## src/rtl/fxu_pkg.sv

```systemverilog
// Shared FXU definitions: opcode encodings, default tag/data widths and the
// operand-needed mask used by decode and the reservation station.
// Mask bit positions: OPND_T = 0, OPND_A = 1, OPND_B = 2.
package fxu_pkg;

  localparam int unsigned TAGW_DEF = 4;
  localparam int unsigned DW_DEF   = 16;

  localparam logic [3:0] OP_ADD  = 4'b0000;
  localparam logic [3:0] OP_SUB  = 4'b0001;
  localparam logic [3:0] OP_MOV  = 4'b0100;
  localparam logic [3:0] OP_MOVL = 4'b0101;
  localparam logic [3:0] OP_MOVH = 4'b0110;

  localparam int unsigned OPND_T = 0;
  localparam int unsigned OPND_A = 1;
  localparam int unsigned OPND_B = 2;

  // Which source operands an opcode actually consumes. Unknown opcodes need none.
  function automatic logic [2:0] fxu_opnd_needed(input logic [3:0] op);
    logic [2:0] m;
    m = 3'b000;
    case (op)
      OP_ADD, OP_SUB:   m = 3'b110;
      OP_MOV:           m = 3'b010;
      OP_MOVL, OP_MOVH: m = 3'b001;
      default:          m = 3'b000;
    endcase
    return m;
  endfunction

endpackage

```

## src/rtl/fxu_rs_operand.sv

```systemverilog
// One stored operand of a reservation-station entry.
// The source (dispatch, younger neighbour, or itself) is chosen by the parent;
// this cell applies the CDB capture to that source and registers the result,
// which covers both wakeup of held/shifted entries and dispatch bypass.
//   clk_i, rst_ni             clock, async active-low reset
//   src_rdy/tag/val_i         candidate operand state for the next edge
//   cdb_valid/rob/value_i     result broadcast
//   rdy_o, tag_o, val_o       registered operand state
module fxu_rs_operand #(
  parameter int unsigned TAGW = 4,
  parameter int unsigned DW   = 16
) (
  input  logic            clk_i,
  input  logic            rst_ni,
  input  logic            src_rdy_i,
  input  logic [TAGW-1:0] src_tag_i,
  input  logic [DW-1:0]   src_val_i,
  input  logic            cdb_valid_i,
  input  logic [TAGW-1:0] cdb_rob_i,
  input  logic [DW-1:0]   cdb_value_i,
  output logic            rdy_o,
  output logic [TAGW-1:0] tag_o,
  output logic [DW-1:0]   val_o
);

  logic            hit;
  logic            rdy_q, rdy_d;
  logic [TAGW-1:0] tag_q, tag_d;
  logic [DW-1:0]   val_q, val_d;

  assign hit = ~src_rdy_i & cdb_valid_i & (src_tag_i == cdb_rob_i);

  always_comb begin
    rdy_d = src_rdy_i | hit;
    tag_d = src_tag_i;
    val_d = hit ? cdb_value_i : src_val_i;
  end

  always_ff @(posedge clk_i or negedge rst_ni) begin
    if (!rst_ni) begin
      rdy_q <= 1'b0;
      tag_q <= '0;
      val_q <= '0;
    end else begin
      rdy_q <= rdy_d;
      tag_q <= tag_d;
      val_q <= val_d;
    end
  end

  assign rdy_o = rdy_q;
  assign tag_o = tag_q;
  assign val_o = val_q;

endmodule

```

## src/rtl/fxu_rs.sv

```systemverilog
// FXU reservation station: shift-compacting queue (slot 0 oldest) of renamed
// instructions. Operands are captured from the CDB; the oldest fully-ready
// entry is issued each cycle onto registered iss_* outputs.
//   clk, rst_n, flush                    clock, async reset, sync flush
//   disp_*                               dispatch request / operands, disp_ready back-pressure
//   cdb_valid, cdb_rob, cdb_value        FXU result broadcast
//   iss_valid, iss_opcode, iss_rob,
//   iss_vt/va/vb, iss_imm                issue interface to the FXU
module fxu_rs
  import fxu_pkg::*;
#(
  parameter int unsigned DEPTH = 4,
  parameter int unsigned TAGW  = TAGW_DEF,
  parameter int unsigned DW    = DW_DEF
) (
  input  logic            clk,
  input  logic            rst_n,
  input  logic            flush,
  input  logic            disp_valid,
  output logic            disp_ready,
  input  logic [3:0]      disp_opcode,
  input  logic [TAGW-1:0] disp_rob,
  input  logic            disp_t_rdy,
  input  logic            disp_a_rdy,
  input  logic            disp_b_rdy,
  input  logic [DW-1:0]   disp_t_val,
  input  logic [DW-1:0]   disp_a_val,
  input  logic [DW-1:0]   disp_b_val,
  input  logic [TAGW-1:0] disp_t_tag,
  input  logic [TAGW-1:0] disp_a_tag,
  input  logic [TAGW-1:0] disp_b_tag,
  input  logic [8:0]      disp_imm,
  input  logic            cdb_valid,
  input  logic [TAGW-1:0] cdb_rob,
  input  logic [DW-1:0]   cdb_value,
  output logic            iss_valid,
  output logic [3:0]      iss_opcode,
  output logic [TAGW-1:0] iss_rob,
  output logic [DW-1:0]   iss_vt,
  output logic [DW-1:0]   iss_va,
  output logic [DW-1:0]   iss_vb,
  output logic [8:0]      iss_imm
);

  localparam int unsigned CW = $clog2(DEPTH + 1);
  localparam int unsigned IW = $clog2(DEPTH);

  logic [CW-1:0]   count_q, count_d, wr_idx;
  logic [3:0]      ent_op  [DEPTH];
  logic [TAGW-1:0] ent_rob [DEPTH];
  logic [8:0]      ent_imm [DEPTH];
  logic            opnd_rdy [DEPTH][3];
  logic [TAGW-1:0] opnd_tag [DEPTH][3];
  logic [DW-1:0]   opnd_val [DEPTH][3];

  logic [2:0]      disp_need;
  logic            d_rdy [3];
  logic [TAGW-1:0] d_tag [3];
  logic [DW-1:0]   d_val [3];

  logic [DEPTH-1:0] elig, take_disp, take_up;
  logic [IW-1:0]    sel;
  logic             issue, accept;

  logic            iss_valid_q;
  logic [3:0]      iss_op_q;
  logic [TAGW-1:0] iss_rob_q;
  logic [DW-1:0]   iss_vt_q, iss_va_q, iss_vb_q;
  logic [8:0]      iss_imm_q;

  // Operands the opcode does not consume are stored ready so they never block select.
  assign disp_need    = fxu_opnd_needed(disp_opcode);
  assign d_rdy[OPND_T] = disp_t_rdy | ~disp_need[OPND_T];
  assign d_rdy[OPND_A] = disp_a_rdy | ~disp_need[OPND_A];
  assign d_rdy[OPND_B] = disp_b_rdy | ~disp_need[OPND_B];
  assign d_tag[OPND_T] = disp_t_tag;
  assign d_tag[OPND_A] = disp_a_tag;
  assign d_tag[OPND_B] = disp_b_tag;
  assign d_val[OPND_T] = disp_t_val;
  assign d_val[OPND_A] = disp_a_val;
  assign d_val[OPND_B] = disp_b_val;

  assign disp_ready = (count_q < CW'(DEPTH));
  assign accept     = disp_valid & disp_ready & ~flush;

  // Oldest-first select on registered readiness only.
  always_comb begin
    elig = '0;
    sel  = '0;
    for (int i = DEPTH - 1; i >= 0; i--) begin
      elig[i] = (count_q > CW'(i)) & opnd_rdy[i][0] & opnd_rdy[i][1] & opnd_rdy[i][2];
      if (elig[i]) begin
        sel = IW'(i);
      end
    end
    issue = (|elig) & ~flush;
  end

  // When issuing, everything above the issued slot moves down one, so the
  // new entry lands one slot lower than the registered count.
  assign wr_idx = count_q - CW'(issue);

  always_comb begin
    take_disp = '0;
    take_up   = '0;
    for (int i = 0; i < DEPTH; i++) begin
      take_disp[i] = accept & (wr_idx == CW'(i));
      take_up[i]   = issue & (i >= int'(sel)) & ~take_disp[i];
    end
  end

  always_comb begin
    count_d = count_q;
    if (flush) begin
      count_d = '0;
    end else begin
      count_d = count_q + CW'(accept) - CW'(issue);
    end
  end

  for (genvar i = 0; i < DEPTH; i++) begin : g_entry
    localparam int unsigned Up = (i < DEPTH - 1) ? i + 1 : i;

    logic [3:0]      op_q;
    logic [TAGW-1:0] rob_q;
    logic [8:0]      imm_q;

    always_ff @(posedge clk or negedge rst_n) begin
      if (!rst_n) begin
        op_q  <= '0;
        rob_q <= '0;
        imm_q <= '0;
      end else if (take_disp[i]) begin
        op_q  <= disp_opcode;
        rob_q <= disp_rob;
        imm_q <= disp_imm;
      end else if (take_up[i]) begin
        op_q  <= ent_op[Up];
        rob_q <= ent_rob[Up];
        imm_q <= ent_imm[Up];
      end
    end

    assign ent_op[i]  = op_q;
    assign ent_rob[i] = rob_q;
    assign ent_imm[i] = imm_q;

    for (genvar k = 0; k < 3; k++) begin : g_opnd
      logic            s_rdy;
      logic [TAGW-1:0] s_tag;
      logic [DW-1:0]   s_val;

      always_comb begin
        s_rdy = opnd_rdy[i][k];
        s_tag = opnd_tag[i][k];
        s_val = opnd_val[i][k];
        if (take_disp[i]) begin
          s_rdy = d_rdy[k];
          s_tag = d_tag[k];
          s_val = d_val[k];
        end else if (take_up[i]) begin
          s_rdy = opnd_rdy[Up][k];
          s_tag = opnd_tag[Up][k];
          s_val = opnd_val[Up][k];
        end
      end

      fxu_rs_operand #(
        .TAGW(TAGW),
        .DW  (DW)
      ) u_opnd (
        .clk_i      (clk),
        .rst_ni     (rst_n),
        .src_rdy_i  (s_rdy),
        .src_tag_i  (s_tag),
        .src_val_i  (s_val),
        .cdb_valid_i(cdb_valid),
        .cdb_rob_i  (cdb_rob),
        .cdb_value_i(cdb_value),
        .rdy_o      (opnd_rdy[i][k]),
        .tag_o      (opnd_tag[i][k]),
        .val_o      (opnd_val[i][k])
      );
    end
  end

  always_ff @(posedge clk or negedge rst_n) begin
    if (!rst_n) begin
      count_q     <= '0;
      iss_valid_q <= 1'b0;
      iss_op_q    <= '0;
      iss_rob_q   <= '0;
      iss_vt_q    <= '0;
      iss_va_q    <= '0;
      iss_vb_q    <= '0;
      iss_imm_q   <= '0;
    end else begin
      count_q     <= count_d;
      iss_valid_q <= issue;
      if (issue) begin
        iss_op_q  <= ent_op[sel];
        iss_rob_q <= ent_rob[sel];
        iss_vt_q  <= opnd_val[sel][OPND_T];
        iss_va_q  <= opnd_val[sel][OPND_A];
        iss_vb_q  <= opnd_val[sel][OPND_B];
        iss_imm_q <= ent_imm[sel];
      end
    end
  end

  assign iss_valid  = iss_valid_q;
  assign iss_opcode = iss_op_q;
  assign iss_rob    = iss_rob_q;
  assign iss_vt     = iss_vt_q;
  assign iss_va     = iss_va_q;
  assign iss_vb     = iss_vb_q;
  assign iss_imm    = iss_imm_q;

endmodule
```

## config.mk

```make
export PLATFORM = sky130hd
export DESIGN_NAME = fxu_rs
export DESIGN_NICKNAME = d
export VERILOG_FILES = /design/src/rtl/fxu_pkg.sv /design/src/rtl/fxu_rs_operand.sv /design/src/rtl/fxu_rs.sv
export SDC_FILE = /design/constraint.sdc
export NUM_CORES = 1
export LEC_CHECK = 0
export BUFFER_PORTS_ARGS = -buffer_cell sky130_fd_sc_hd__buf_4
export CELL_PAD_IN_SITES_DETAIL_PLACEMENT = 1
export CELL_PAD_IN_SITES_GLOBAL_PLACEMENT = 1
export CORE_ASPECT_RATIO = 1.1
export CORE_MARGIN = 4
export CORE_UTILIZATION = 45
export CTS_BUF_LIST = sky130_fd_sc_hd__clkbuf_8
export DETAILED_ROUTE_END_ITERATION = 7
export PLACE_DENSITY = 0.84
export SYNTH_ARGS = -nofsm -noshare
export SYNTH_HDL_FRONTEND = slang
export SYNTH_HIERARCHICAL = 1
export SYNTH_SLANG_ARGS = --single-unit
```

## constraint.sdc

```tcl
create_clock -name clk -period 8.9 [get_ports clk]
set_input_delay 0.89 -clock clk [delete_from_list [all_inputs] [get_ports clk]]
set_output_delay 0.89 -clock clk [all_outputs]
set_load 0.02 [all_outputs]
```

# After elaboration in Yosys (flattened, before gate mapping)
# Cells that the tools add are included.
[word_totals] in_bits=105 reg_bits=389 word_cells=302 output_inout_bits=67
[classes] mux=111 addsub=3 bitwise=84 reduce_logical=20 magnitude_cmp=9 n_eq_ne=19
[op_table] op="2-to-1 mux 16 bit" n=33
[op_table] op="2-to-1 mux 4 bit" n=37
[op_table] op="binary-select mux 48 bit (select 2 bit)" n=1
[op_table] op="2-to-1 mux 48 bit" n=2
[op_table] op="2-to-1 mux 9 bit" n=8
[op_table] op="AND 1 bit" n=49
[op_table] op="== test 4 bit" n=12
[op_table] op="nonzero test 3 bit" n=9
[op_table] op="2-to-1 mux 1 bit" n=21
[op_table] op="NOT 1 bit" n=19
[op_table] op="binary-select mux 9 bit (select 2 bit)" n=1
[op_table] op="binary-select mux 4 bit (select 2 bit)" n=2
[op_table] op="bitwise OR 1 bit" n=15
[op_table] op="== test 4 x 3 -> 1 bit (second input constant)" n=3
[op_table] op="nonzero test 2 bit" n=6
[op_table] op="one-hot mux 3 bit (3 select lines)" n=1
[op_table] op="2-to-1 mux 2 bit" n=4
[op_table] op="== test 3 x 2 -> 1 bit (second input constant)" n=2
[op_table] op="greater-than comparator 3 x 1 -> 1 bit (second input constant)" n=2
[op_table] op="greater-than comparator 3 x 2 -> 1 bit (second input constant)" n=2
[op_table] op="subtractor 3 x 1 -> 3 bit" n=2
[op_table] op="== test 4 x 1 -> 1 bit (second input constant)" n=1
[op_table] op=">= comparator 1 x 2 -> 1 bit (first input constant)" n=2
[op_table] op="zero test 4 bit" n=1
[op_table] op="other kinds (10)" n=11

# Logic depth before layout (Yosys ltp)
[logic_depth] ltp_word=17 ltp_mapped=20 mapped_depth_nobuf=15

# Hierarchy
# The synthesis kept the hierarchy.
[modules_own_cells] mod="fxu_rs" n_inst=1 cells_each=1524 seq_area_each_um2=3428.3 area_each_um2=12450.7
[modules_own_cells] mod="fxu_rs_operand" n_inst=12 cells_each=45 seq_area_each_um2=525.5 area_each_um2=827.0

# Worst setup path after synthesis
# No wires, ideal clock.
[synth_path] path_type="register to register" from="reg count_q[2]" to="reg g_entry[2].g_opnd[2].u_opnd.val_q[10]" stages_incl_launch_ff=19 period_less_slack_ns=4.548 arrival_time_ns=4.422 setup_time_ns=0.125 n_path_buf=4 setup_slack_ns=4.352 required_time_ns=8.775 path_cell_list="dfrtp_1 > inv_1 > ha_1 > a21boi_0 > a311o_1 > a41oi_1 > clkbuf_1 > ha_1 > ha_1 > or4b_1 > buf_4 > buf_6 > mux2i_1 > o21ai_1 > xor2_1 > nor3_2 > nand4b_4 > buf_6 > mux2_4"
[synth_via] word_cells_on_any_way=43 cone_classes="add/sub (1); order compare (6); eq/ne (2); mux (10); bitwise (22); reduce/logical (2)"
[synth_lines] element="start: declaration" line_no="fxu_rs.sv:48" text="logic [CW-1:0] count_q, count_d, wr_idx;"
[synth_lines] element="start signal: assignment" line_no="fxu_rs.sv:198" text="count_q <= count_d;"
[synth_lines] element="< comparator 3 bit *" line_no="fxu_rs.sv:83" text="assign disp_ready = (count_q < CW'(DEPTH));"
[synth_lines] element="via disp_ready" line_no="fxu_rs.sv:20" text="output logic disp_ready,"
[synth_lines] element="AND 1 bit * (2 in a row)" line_no="fxu_rs.sv:84" text="assign accept = disp_valid & disp_ready & ~flush;"
[synth_lines] element="AND 1 bit *" line_no="fxu_rs.sv:107" text="take_disp[i] = accept & (wr_idx == CW'(i));"
[synth_lines] element="NOT 1 bit" line_no="fxu_rs.sv:108" text="take_up[i] = issue & (i >= int'(sel)) & ~take_disp[i];"
[synth_lines] element="AND 1 bit" line_no="fxu_rs.sv:108"
[synth_lines] element="2-to-1 mux 4 bit" line_no="fxu_rs.sv:161" text="end else if (take_up[i]) begin"
[synth_lines] element="2-to-1 mux 4 bit *" line_no="fxu_rs.sv:157" text="if (take_disp[i]) begin"
[synth_lines] element="via g_entry[2].g_opnd[2].s_tag[0]" line_no="fxu_rs.sv:150" text="logic [TAGW-1:0] s_tag;"
[synth_lines] element="== test 4 bit *" line_no="fxu_rs_operand.sv:31" text="assign hit = ~src_rdy_i & cdb_valid_i & (src_tag_i == cdb_rob_i);"
[synth_lines] element="AND 1 bit *" line_no="fxu_rs_operand.sv:31"
[synth_lines] element="2-to-1 mux 16 bit *" line_no="fxu_rs_operand.sv:36" text="val_d = hit ? cdb_value_i : src_val_i;"
[synth_lines] element="via g_entry[2].g_opnd[2].u_opnd.val_d[10]" line_no="fxu_rs_operand.sv:29" text="logic [DW-1:0] val_q, val_d;"
[synth_lines] element="end signal: assignment" line_no="fxu_rs_operand.sv:47" text="val_q <= val_d;"
[synth_lines] element="end: declaration" line_no="fxu_rs_operand.sv:29"
# Mark *: on every way through the listed nets, which the timed path passes. The rest lies on a longest branch.
# A chain may end at the register's enable or synchronous reset.

# Final worst setup path
[layout_path] from="reg count_q[1]" to="reg g_entry[1].g_opnd[1].u_opnd.val_q[9]"
[layout_via] word_cells_on_any_way=43 cone_classes="add/sub (1); order compare (6); eq/ne (2); mux (10); bitwise (22); reduce/logical (2)"
[layout_lines] element="greater-than comparator 3 x 1 -> 1 bit / greater-than comparator 3 x 2 -> 1 bit (equally long branches)" line_no="fxu_rs.sv:91" text="elig[i] = (count_q > CW'(i)) & opnd_rdy[i][0] & opnd_rdy[i][1] & opnd_rdy[i][2];"
[layout_lines] element="AND 1 bit (3 in a row)" line_no="fxu_rs.sv:91"
[layout_lines] element="OR reduction 4 bit / 2-to-1 mux 2 bit (equally long branches)" line_no="fxu_rs.sv:96, fxu_rs.sv:92"
[layout_lines] element="AND 1 bit / 2-to-1 mux 2 bit (equally long branches)" line_no="fxu_rs.sv:96, fxu_rs.sv:92"
[layout_lines] element="subtractor 3 x 1 -> 3 bit / 2-to-1 mux 2 bit (equally long branches)" line_no="fxu_rs.sv:101, fxu_rs.sv:92"
[layout_lines] element="== test 3 x 1 -> 1 bit / 2-to-1 mux 2 bit (equally long branches)" line_no="fxu_rs.sv:107, fxu_rs.sv:92"
[layout_lines] element="AND 1 bit / >= comparator 1 x 2 -> 1 bit (equally long branches)" line_no="fxu_rs.sv:107, fxu_rs.sv:108"
[layout_lines] element="NOT 1 bit / AND 1 bit (equally long branches)" line_no="fxu_rs.sv:108"
[layout_lines] element="AND 1 bit" line_no="fxu_rs.sv:108"
[layout_lines] element="2-to-1 mux 4 bit" line_no="fxu_rs.sv:161"
[layout_lines] element="2-to-1 mux 4 bit *" line_no="fxu_rs.sv:157"
[layout_lines] element="via g_entry[1].g_opnd[1].s_tag[0]" line_no="fxu_rs.sv:150"
[layout_lines] element="== test 4 bit *" line_no="fxu_rs_operand.sv:31"
[layout_lines] element="AND 1 bit *" line_no="fxu_rs_operand.sv:31"
[layout_lines] element="2-to-1 mux 16 bit *" line_no="fxu_rs_operand.sv:36"
[layout_lines] element="via g_entry[1].g_opnd[1].u_opnd.val_d[9]" line_no="fxu_rs_operand.sv:29"
[layout_lines] element="end signal: assignment" line_no="fxu_rs_operand.sv:47"
[layout_lines] element="end: declaration" line_no="fxu_rs_operand.sv:29"
# Marked as above.

==> flow_metrics.tcl <==
set metrics [dict create \
    outcome "finished clean" \
    synthCells 2064 \
    fillCellCount 5259 \
    netlist-cell-type-count 49 \
    hold_viol 0 \
    min_path_type "in -> async" \
    die_y_um 242 \
    synth.cell_area_um2 22400 \
    clock_tree.root_cell "clkbuf_8" \
    slew_violations 0 \
    grt_pass1_wl_um 115000 \
    cts_buffer_depth 3 \
    cp-start-kind "flip-flop" \
    worstPathMaxFanout 85 \
    ys.flop_type "dfrtp_1" \
    syn_nets 2177 \
    skew_ns 0.0277 \
    register_area_um2 9730 \
    drive_above_1_share_pct 23.9 \
    cts_setup_buffers 0 \
    cp.arrival_ns 6.80 \
    tritoncts "done" \
    post_drt_wl_per_cell_um 25.9 \
    hpwl_um 44600 \
    ys_warn_count 6 \
    drt_iter0_drc 1176 \
    slowest_delay_ns 0.76 \
    grt_usage_pct 27.4 \
    firstDrtPassIters 5 \
    p_leak_uw 0.0110 \
    numCtsBuffers 67 \
    antenna_found_initial 1 \
    post-place-ws_ns 2.65 \
    max_slew_margin_pct 24.6 \
    async_flop_share_pct 100 \
    pin_count 172 \
    grt_max_degree 143 \
    crit_slowest_cell "buf_4" \
    cts.sink_count 389 \
    dieArea_um2 53400 \
    die_x_um 221 \
    via_per_inst 6.07 \
    setup_slack_ns 2.58 \
    nets 2282 \
    crit_type "reg -> reg" \
    setup_tns_ns 0 \
    area_growth_pct 12.7 \
    portBuffers 171 \
    dr_total_vias 17400 \
    routed_wl_um 74300 \
    drc 0 \
    setup_viol_count_final 0 \
    grt_pass1_vias 19600 \
    rsz0062_at_grt "false" \
    drv_cap 0 \
    ir_drop_v 0.000245 \
    yosysSeqAreaShare_pct 43.5 \
    fin_crit_ns 6.32 \
    cts_resized 0 \
    postCtsHoldBufs 0 \
    cp-end-kind "flip-flop" \
    rows 85 \
    fmaxAchievable_mhz 158 \
    multi_input_area_um2 11900 \
    postSynthAreaPerCell_um2 10.8 \
    crit_chain "inv_1 -> ha_1 -> a21boi_0 -> a311o_2 -> buf_4 -> a41oi_4 -> ha_1 -> ha_1 -> nor3_1 -> nand2_4 -> buf_4 -> nor2_1 -> a21oi_1 -> xor2_1 -> nor3_2 -> nand4b_4 -> mux2_4" \
    finalCritPeriodShare_pct 71.0 \
    clkTransAtPathRegs_ns 0.07 \
    grt_overflow_total 0 \
    cp.required_ns 9.39 \
    ys_ff_latch 389 \
    initial_core_util_pct 45.6 \
    core_area_um2 49000 \
    powerDensity_nw_per_um2 348 \
    htree_levels 3 \
    tightest_slew_ns 1.13 \
    synth_edf_count 0 \
    gp_congestion 0.816 \
    detail-route-antenna-nets 0 \
    insertion_delay_ns 0.63 \
    critical_path.most_common_cell "ha_1" \
]
-- logic make-up after synthesis --
family	share of synthesized area (%)
AO/OA/AOI/OAI	9.43
XOR/XNOR	1.96
adder cells (fa/ha/maj)	0.481
buffers and inverters	3.86
flip-flops	43.5
multiplexers	29.0
AND/OR/NAND/NOR	11.8
-- power by group --
part / internal (uW) / leakage, uW / switching, uW / total (uW)
logic: 1840 / 0.00544 / 2080 / 3930
registers: 2610 / 0.00478 / 612 / 3220
clock network: 862 / 0.000751 / 760 / 1620
total: 5320 / 0.0110 / 3450 / 8770
-- synthesized netlist by cell type, types with 2 or more instances --
master,number,area share (%)
dfrtp_1,389,44
nor2_1,151,2.5
a21oi_1,146,3.3
nor2b_1,2,0.056
buf_6,16,0.81
xnor2_1,14,0.55
a211oi_1,65,2.2
or2b_1,12,0.40
clkbuf_2,2,0.045
buf_1,12,0.20
buf_2,40,0.89
ha_1,7,0.39
buf_4,20,0.67
mux2_4,108,7.2
or3_1,130,3.6
mux2i_1,304,14
o21ai_0,92,2.1
nor3_2,13,0.58
nand4b_4,12,1.3
o21ai_1,67,1.5
mux2_2,98,4.9
a221o_1,3,0.13
nand2_1,162,2.7
mux2_1,64,3.2
nor3_1,3,0.067
clkbuf_1,69,1.2
inv_1,5,0.084
xor2_1,36,1.4
nand3_1,2,0.045
-- cell type report --
type / instances / area share, %
timing repair buffer: 195 / 5.89
antenna: 1 / 0.00993
tap: 652 / 3.24
multi-input combinational: 1511 / 47.1
clock inverter: 29 / 0.566
clock buffer: 83 / 4.53
sequential: 389 / 38.6
inverter: 5 / 0.0744
-- registers in the layout, summed over array words and instances, names as in the netlist --
register	count
g_entry.g_opnd.u_opnd/val_o	192
g_entry.g_opnd.u_opnd/tag_o	48
g_entry.imm_q	36
g_entry.op_q	16
g_entry.rob_q	16
iss_va	16
iss_vb	16
iss_vt	16
g_entry.g_opnd.u_opnd/rdy_o	12
iss_imm	9
iss_opcode	4
iss_rob	4
count_q	3
iss_valid	1
-- layout by cell type (no fill, tap or decap), types with 2 or more instances in the layout --
master,n
or2b_1,12
nor2_1,150
a221o_1,3
nand4b_4,12
ha_1,7
nor2_4,2
a21oi_1,145
clkbuf_8,83
a211oi_1,65
mux2_1,64
nor3_2,13
dfrtp_1,389
xor2_1,36
o21ai_0,92
o21ai_1,67
nand2_1,161
mux2_2,98
nor3_1,2
mux2_4,108
inv_1,29
buf_4,193
mux2i_1,304
clkinv_2,3
or3_1,130
xnor2_1,14
-- final timing paths --
kind | slack (ns) | end | depth (start not counted) | startpoint
setup / recovery | 2.58 | g_entry[1].g_opnd[1].u_opnd/val_o[9] | 17 | count_q[1]
hold / removal | 0.33 | g_entry[1].g_opnd[0].u_opnd/val_o[10] | 1 | rst_n
setup reg to reg | 2.58 | g_entry[1].g_opnd[1].u_opnd/val_o[9] | 17 | count_q[1]
hold reg to reg | 0.52 | g_entry[2].rob_q[3] | 2 | g_entry[3].rob_q[3]
max in group asynchronous | 6.92 | iss_vb[8] | 2 | rst_n
min in group clk | 0.52 | g_entry[2].rob_q[3] | 2 | g_entry[3].rob_q[3]
-- per-layer routing --
| layer | GRT usage [%] | wire length [um] | up-vias |
|---|---|---|---|
| met5 | 0 | 0 | - |
| met4 | 12.4 | 3130 | 0 |
| met3 | 4.39 | 4220 | 170 |
| met2 | 45.6 | 36300 | 571 |
| met1 | 35.1 | 30600 | 9069 |
| li1 | - | - | 7587 |
-- critical path: cells and delay by family (launching register included) --
kind                     cells  cell delay [ns]
AO/OA/AOI/OAI                4             0.65
XOR/XNOR                     1             0.22
adder cells (fa/ha/maj)      3             0.73
buffers and inverters        3             1.55
flip-flops                   1             0.46
multiplexers                 1             0.46
AND/OR/NAND/NOR              5             2.03
-- through the flow --
stage | total power, uW | std cells | instance area (um2) | util (%) | hold slack [ns]
after global placement | 6810 | 2752 | 23900 | 48.8 | 0.481
after CTS | 8790 | 2864 | 25200 | 51.4 | 0.402
after detailed placement | 7110 | 2752 | 23900 | 48.8 | 0.506
final | 8770 | 2865 | 25200 | 51.4 | 0.327
after global routing | 9290 | 2865 | 25200 | 51.4 | 0.409
after floorplan | 5850 | 2064 | 22400 | - | 0.466
(Power assumes the default switching activity.)
